--- config.mk ---
export PLATFORM = sky130hd
export DESIGN_NAME = rs232_frame_parser_flat
export DESIGN_NICKNAME = d
export VERILOG_FILES = /design/src/rtl/rs232_pkg.sv /design/src/rtl/rs232_frame_parser_if.sv /design/src/rtl/rs232_frame_parser.sv /design/src/flat_wrapper.sv
export SDC_FILE = /design/constraint.sdc
export NUM_CORES = 1
export LEC_CHECK = 0
export CORE_UTILIZATION = 45
export CTS_CLUSTER_SIZE = 30
export DETAILED_ROUTE_END_ITERATION = 10
export DONT_BUFFER_PORTS = 1
export PLACE_DENSITY = 0.69
export SYNTH_ARGS = -nofsm -noshare
export SYNTH_HDL_FRONTEND = slang
export SYNTH_SLANG_ARGS = --single-unit
--- constraint.sdc ---
create_clock -name clk -period 2.36 [get_ports clk]
set_input_delay 0.472 -clock clk [delete_from_list [all_inputs] [get_ports clk]]
set_output_delay 0.472 -clock clk [all_outputs]
set_load 0.01 [all_outputs]
--- src/rtl/rs232_pkg.sv ---
// Shared RS-232 framing constants and parser state encoding.
// The TX serializer reuses the byte constants for response framing.
package rs232_pkg;

  localparam logic [7:0] STX = 8'h02;
  localparam logic [7:0] ETX = 8'h03;
  localparam logic [7:0] PAD = 8'h00;

  localparam int unsigned FRAME_LEN     = 8;
  localparam int unsigned DATA_BYTES    = 4;
  localparam int unsigned CMD_DATA_W    = 32;
  localparam int unsigned TIMEOUT_W     = 16;
  localparam int unsigned CMD_WRITE_BIT = 7;
  localparam int unsigned CMD_ADDR_MSB  = 6;
  localparam int unsigned CMD_ADDR_LSB  = 0;

  typedef enum logic [2:0] {
    ST_IDLE,
    ST_CMD,
    ST_DATA,
    ST_PAD,
    ST_ETX,
    ST_ISSUE
  } parser_state_e;

endpackage

--- src/rtl/rs232_frame_parser_if.sv ---
// Byte-in / command-out handshake bundle of the frame parser.
// master = parser side, slave = UART receiver plus command consumer.
interface rs232_frame_parser_if
  import rs232_pkg::*;
#(
  parameter int unsigned ADDR_W = 7
);

  logic [7:0]            rx_data;
  logic                  rx_valid;
  logic                  cmd_valid;
  logic                  cmd_ready;
  logic                  cmd_write;
  logic [ADDR_W-1:0]     cmd_addr;
  logic [CMD_DATA_W-1:0] cmd_wdata;

  modport master (
    input  rx_data, rx_valid, cmd_ready,
    output cmd_valid, cmd_write, cmd_addr, cmd_wdata
  );

  modport slave (
    output rx_data, rx_valid, cmd_ready,
    input  cmd_valid, cmd_write, cmd_addr, cmd_wdata
  );

endinterface

--- src/rtl/rs232_frame_parser.sv ---
// Assembles STX/CMD/D3..D0/PAD/ETX host frames into one read/write command.
// Bad PAD/ETX or an inter-byte timeout drops the frame and resyncs on STX.
module rs232_frame_parser
  import rs232_pkg::*;
#(
  parameter logic [TIMEOUT_W-1:0] TIMEOUT_CYCLES = 16'd50000,
  parameter int unsigned          ADDR_W         = 7
) (
  input  logic                 clk,
  input  logic                 rst,
  rs232_frame_parser_if.master bus,
  output logic                 frame_err,
  output logic                 overrun,
  output logic                 busy
);

  parser_state_e         state_q, state_d;
  logic [1:0]            idx_q, idx_d;
  logic [TIMEOUT_W-1:0]  cnt_q, cnt_d;
  logic                  write_q, write_d;
  logic [ADDR_W-1:0]     addr_q, addr_d;
  logic [CMD_DATA_W-1:0] wdata_q, wdata_d;
  logic                  valid_q, valid_d;
  logic                  ferr_q, ferr_d;
  logic                  ovr_q, ovr_d;
  logic                  busy_q, busy_d;
  logic                  in_frame_c;
  logic                  timeout_c;

  // Timeout fires on the edge where the idle count would reach TIMEOUT_CYCLES
  assign in_frame_c = (state_q == ST_CMD) || (state_q == ST_DATA) ||
                      (state_q == ST_PAD) || (state_q == ST_ETX);
  assign timeout_c  = in_frame_c && (TIMEOUT_CYCLES != '0) &&
                      (cnt_q == TIMEOUT_CYCLES - TIMEOUT_W'(1));

  always_comb begin
    state_d = state_q;
    idx_d   = idx_q;
    cnt_d   = '0;
    write_d = write_q;
    addr_d  = addr_q;
    wdata_d = wdata_q;
    valid_d = valid_q;
    ferr_d  = 1'b0;
    ovr_d   = ovr_q;

    if (in_frame_c) begin
      cnt_d = bus.rx_valid ? '0 : cnt_q + TIMEOUT_W'(1);
    end

    if (timeout_c) begin
      state_d = ST_IDLE;
      ferr_d  = 1'b1;
      cnt_d   = '0;
    end else begin
      unique case (state_q)
        ST_IDLE: begin
          if (bus.rx_valid && bus.rx_data == STX) begin
            state_d = ST_CMD;
          end
        end
        ST_CMD: begin
          if (bus.rx_valid) begin
            write_d = bus.rx_data[CMD_WRITE_BIT];
            addr_d  = ADDR_W'(bus.rx_data[CMD_ADDR_MSB:CMD_ADDR_LSB]);
            idx_d   = 2'd0;
            state_d = ST_DATA;
          end
        end
        ST_DATA: begin
          if (bus.rx_valid) begin
            wdata_d = {wdata_q[CMD_DATA_W-9:0], bus.rx_data};
            idx_d   = idx_q + 2'd1;
            if (idx_q == 2'(DATA_BYTES - 1)) begin
              state_d = ST_PAD;
            end
          end
        end
        ST_PAD: begin
          if (bus.rx_valid) begin
            if (bus.rx_data == PAD) begin
              state_d = ST_ETX;
            end else begin
              ferr_d  = 1'b1;
              state_d = ST_IDLE;
            end
          end
        end
        ST_ETX: begin
          if (bus.rx_valid) begin
            if (bus.rx_data == ETX) begin
              valid_d = 1'b1;
              state_d = ST_ISSUE;
            end else begin
              ferr_d  = 1'b1;
              state_d = ST_IDLE;
            end
          end
        end
        ST_ISSUE: begin
          // A byte arriving while a command is pending is lost
          if (bus.rx_valid) begin
            ovr_d = 1'b1;
          end
          if (valid_q && bus.cmd_ready) begin
            valid_d = 1'b0;
            state_d = ST_IDLE;
          end
        end
        default: state_d = ST_IDLE;
      endcase
    end

    busy_d = (state_d != ST_IDLE);
  end

  always_ff @(posedge clk) begin
    if (!rst) begin
      state_q <= ST_IDLE;
      idx_q   <= '0;
      cnt_q   <= '0;
      write_q <= 1'b0;
      addr_q  <= '0;
      wdata_q <= '0;
      valid_q <= 1'b0;
      ferr_q  <= 1'b0;
      ovr_q   <= 1'b0;
      busy_q  <= 1'b0;
    end else begin
      state_q <= state_d;
      idx_q   <= idx_d;
      cnt_q   <= cnt_d;
      write_q <= write_d;
      addr_q  <= addr_d;
      wdata_q <= wdata_d;
      valid_q <= valid_d;
      ferr_q  <= ferr_d;
      ovr_q   <= ovr_d;
      busy_q  <= busy_d;
    end
  end

  assign bus.cmd_valid = valid_q;
  assign bus.cmd_write = write_q;
  assign bus.cmd_addr  = addr_q;
  assign bus.cmd_wdata = wdata_q;
  assign frame_err     = ferr_q;
  assign overrun       = ovr_q;
  assign busy          = busy_q;

endmodule

--- src/flat_wrapper.sv ---
// flat-port wrapper written by rule: the top's interface ports become plain ports
module rs232_frame_parser_flat import rs232_pkg::*;
#(
  parameter logic [TIMEOUT_W-1:0] TIMEOUT_CYCLES = 16'd50000,
  parameter int unsigned          ADDR_W         = 7
)
  (clk, rst, frame_err, overrun, busy, bus_rx_data, bus_rx_valid, bus_cmd_ready, bus_cmd_valid, bus_cmd_write, bus_cmd_addr, bus_cmd_wdata);
  rs232_frame_parser_if #(.ADDR_W(ADDR_W)) bus_i ();
  input  logic clk;
  input  logic rst;
  output logic frame_err;
  output logic overrun;
  output logic busy;
  input wire logic [$bits(bus_i.rx_data)-1:0] bus_rx_data;
  input wire logic [$bits(bus_i.rx_valid)-1:0] bus_rx_valid;
  input wire logic [$bits(bus_i.cmd_ready)-1:0] bus_cmd_ready;
  output wire logic [$bits(bus_i.cmd_valid)-1:0] bus_cmd_valid;
  output wire logic [$bits(bus_i.cmd_write)-1:0] bus_cmd_write;
  output wire logic [$bits(bus_i.cmd_addr)-1:0] bus_cmd_addr;
  output wire logic [$bits(bus_i.cmd_wdata)-1:0] bus_cmd_wdata;
  assign bus_i.rx_data = bus_rx_data;
  assign bus_i.rx_valid = bus_rx_valid;
  assign bus_i.cmd_ready = bus_cmd_ready;
  assign bus_cmd_valid = bus_i.cmd_valid;
  assign bus_cmd_write = bus_i.cmd_write;
  assign bus_cmd_addr = bus_i.cmd_addr;
  assign bus_cmd_wdata = bus_i.cmd_wdata;
  rs232_frame_parser #(.TIMEOUT_CYCLES(TIMEOUT_CYCLES), .ADDR_W(ADDR_W)) u_core (.clk(clk), .rst(rst), .bus(bus_i), .frame_err(frame_err), .overrun(overrun), .busy(busy));
endmodule
==> impl_metrics.csv <==
group,metric,value,unit
critical_path,start_kind,"register",
critical_path,endpoint_kind,"register",
critical_path,worstSetupPathType,"register to register",
routing,finalWirelength,5.85,mm
routing,vias_per_cell,5.54,
clock_network,clock_sinks,65,
routing,drc_errors,0,
timing,holdWs,0.262,ns
global_routing,grt_overflow,0,
synthesis,yosys.area.top_type,"dfxtp_1",
critical_path,worstPathArrival,2.40,ns
power,internal_power,1.73,mW
synthesis,yosysWarnings,0,
finish,ff_latch_area,1300,µm²
timing,finalHoldViolations,0,
power,power_frac_seq,50.9,%
global_routing,grtUsageTotal,17.9,%
timing,rsz0062_at_grt,"false",
synthesis,synth_xor_area_share,3.68,%
synthesis,syn_avg_cell_area,9.30,µm²
clock_network,postCtsHoldBufs,0,
synthesis,syn_inst,307,
hold_path,hp-start,"rst",
clock_network,cts_buffers,9,
critical_path,crit_required,2.57,ns
global_routing,grt_max_degree,48,
critical_path,r2r_start,"u_core.cnt_q[11]",
place,place.gp.congestion,0.823,
floorplan,fp.dieW,81.7,µm
floorplan,rows,28,
clock_network,clockBufferDepth,2,
power,p_switching,426,µW
synthesis,synth_edf_count,0,
finish,drive_gt1_share,9.68,%
timing,min_period,2.19,ns
synthesis,ys_ff_latch,65,
power,netSwitchingFraction,19.8,%
critical_path,critPathMaxFanout,14,
synthesis,ys_top_cells_by_area,"dfxtp_1, mux2i_1, nand2_1, xnor2_1, nand3_1",
hold_path,hold_path.class,"input port to register",
synthesis,synth-simple-area-share,23.7,%
power,power.share.clock,47.8,%
finish,syn_to_final_growth,7.71,%
floorplan,top_level_ports,56,
power,vdd_drop_max,617,µV
critical_path,timing.rr.end,"u_core.cnt_q[5]",
power,combPwrFrac,1.3,%
power,p_leak,1.22,nW
clock_network,clk_pin_slew,0.07,ns
timing,fin_setup_tns,0,ns
status,status,"completed",
synthesis,synthDistinctLibCells,50,
flow_run,maxCapViolCount,0,
floorplan,die_y,81.7,µm
finish,nFillCells,566,
floorplan,start_util,47.4,%
clock_network,cts_tree,"done",
synthesis,syn_area,2860,µm²
floorplan,dieArea,6670,µm²
floorplan,core_area,6030,µm²
place,dpl.hpwl,4.05,mm
timing,finalSetupViolCount,0,
global_routing,first_global_vias,1939,
finish,utilization,51.1,%
clock_network,clkLatencyLatePin,0.33,ns
synthesis,synth.yosys.seq_area_share,45.6,%
critical_path,r2r_cells,5,
synthesis,synth-adder-area-share,0.876,%
hold_path,hold_path_end,"u_core.frame_err",
routing,postRouteAntennaNets,0,
global_routing,antenna_found_initial,0,
synthesis,synthArstFlopShare,0,%
synthesis,synth_compound_area_share,9.51,%
global_routing,grt_pass1_wl,8.91,mm
timing,min_period_over_period,92.6,%
synthesis,netlist.area_leader.share,45.6,%
finish,insertedDiodeCount,0,
clock_network,root_buffer,"clkbuf_8",
timing,worst_pin_slew,0.639,ns
synthesis,synth_top_family_by_area,"simple AND/OR/NAND/NOR gates",
synthesis,synth_mux_area_share,11.9,%
timing,maxSlewViolCount,0,
routing,first_pass_iters,4,
routing,routedWlPerCell,15.2,µm
clock_network,cts_resized,0,
power,powerDensity,701,nW/µm²
finish,multi_input_area,1420,µm²
timing,finClkSkew,0.00946,ns
place,numPortBuffers,0,
hold_path,whs_path_depth,1,
synthesis,synth_nets,321,
clock_network,cts_setup_buffers,0,
synthesis,synth_ff_type,"dfxtp_1",
clock_network,htree_levels,3,
timing,fmax,0.458,GHz
finish,nNetsFinal,319,
routing,drtIter0Drc,99,
critical_path,r2r_slack,0.17,ns
timing,relSlewSlack,57.3,%
routing,vias,2132,
layout make-up:
cell class / instances / share of cell area, %
multi-input combinational: 221 / 46.2
sequential: 65 / 42.3
clock buffer: 11 / 4.60
tap: 75 / 3.05
clock inverter: 5 / 2.56
timing repair buffer: 3 / 0.732
inverter: 5 / 0.610
Yosys cell counts (2+ instances only):
master,count
nor2b_1,3
nand4_1,3
ha_1,2
dfxtp_1,65
mux2i_1,34
inv_1,5
nor2_1,20
nand3b_1,2
nand2_1,50
o21ai_0,11
nor4_1,3
nand2b_1,3
nor3_1,4
o31ai_1,2
nand3_1,17
a221oi_1,2
and3_1,3
buf_12,3
or4b_2,3
a21oi_1,13
buf_4,2
xor2_1,2
a211oi_1,2
o22ai_1,2
or4_1,4
xnor2_1,10
or2_2,2
o211ai_1,2
or3_1,3
clkbuf_1,10
critical path, stage by stage, from the launching register on:
cell and delay (ns):
dfxtp_1 0.36, or4_4 0.55, or4_1 0.61, buf_4 0.23
nand2_2 0.22, nor2_1 0.09
power by group through the flow:
stage	sequential (mW)	combinational [mW]	clock [mW]
after detailed placement	1.12	0.0277	0
after global placement	1.12	0.0276	0
after global routing	1.10	0.0311	1.10
after CTS	1.10	0.0279	1.06
after floorplan	1.12	0.0315	0
final	1.10	0.0281	1.03
how the worst max path moves through the flow:
stage | start | endpoint | slack, ns
detailed placement | u_core.cnt_q[10] | u_core.cnt_q[5] | 0.21
global route | u_core.cnt_q[11] | u_core.cnt_q[3] | 0.12
finish | u_core.cnt_q[11] | u_core.cnt_q[5] | 0.17
global placement | u_core.cnt_q[10] | u_core.cnt_q[6] | 0.24
CTS | u_core.cnt_q[11] | u_core.cnt_q[5] | 0.18
floorplan | u_core.cnt_q[10] | u_core.bus.cmd_wdata[0] | 0.39
sequential cells by signal (all words and copies together) (netlist names):
name	count
u_core.state_q	3
u_core.bus.cmd_write	1
u_core.bus.cmd_addr	7
u_core.busy	1
u_core.frame_err	1
u_core.bus.cmd_valid	1
u_core.cnt_q	16
u_core.overrun	1
u_core.idx_q	2
u_core.bus.cmd_wdata	32
layer usage:
| layer | vias up | wire length (µm) | global-route usage [%] |
|---|---|---|---|
| met5 | - | 0 | 0 |
| met4 | 0 | 26 | 5.79 |
| met3 | 2 | 403 | 8.78 |
| met2 | 58 | 2780 | 29.0 |
| met1 | 997 | 2630 | 20.7 |
| li1 | 1075 | - | - |
stage by stage:
| step | cell area [µm²] | std cells | setup WS (ns) | power [mW] |
|---|---|---|---|---|
| floorplan | 2860 | 307 | 0.390 | 1.15 |
| global placement | 2860 | 369 | 0.237 | 1.15 |
| detailed placement | 2860 | 369 | 0.205 | 1.15 |
| CTS | 3080 | 385 | 0.185 | 2.18 |
| global route | 3080 | 385 | 0.121 | 2.23 |
| finish | 3080 | 385 | 0.175 | 2.16 |
cell families after synthesis:
kind of cell	after synthesis
simple gates	131
flops	65
compound gates	42
mux	34
buf+inv	21
xor+xnor	12
fa+ha+maj	2
cells in the final DEF (no fill, tap or decap), types with 2 or more instances in the layout:
master	count
clkinv_2	2
ha_1	2
nand2b_1	3
or3_1	3
nor2_1	20
buf_4	3
o31ai_1	2
inv_1	5
xnor2_1	10
or4_1	4
clkbuf_8	10
nand4_1	3
o211ai_1	2
nand3b_1	2
o21ai_0	11
a21oi_1	13
nor4_1	3
nor2b_1	3
o22ai_1	2
xor2_1	2
mux2i_1	34
or2_2	2
a211oi_1	2
dfxtp_1	65
and3_1	3
or4b_2	3
nor3_1	4
a221oi_1	2
nand3_1	17
nand2_1	50
bufinv_16	2
No activity file was read; power rests on OpenSTA's default activity.
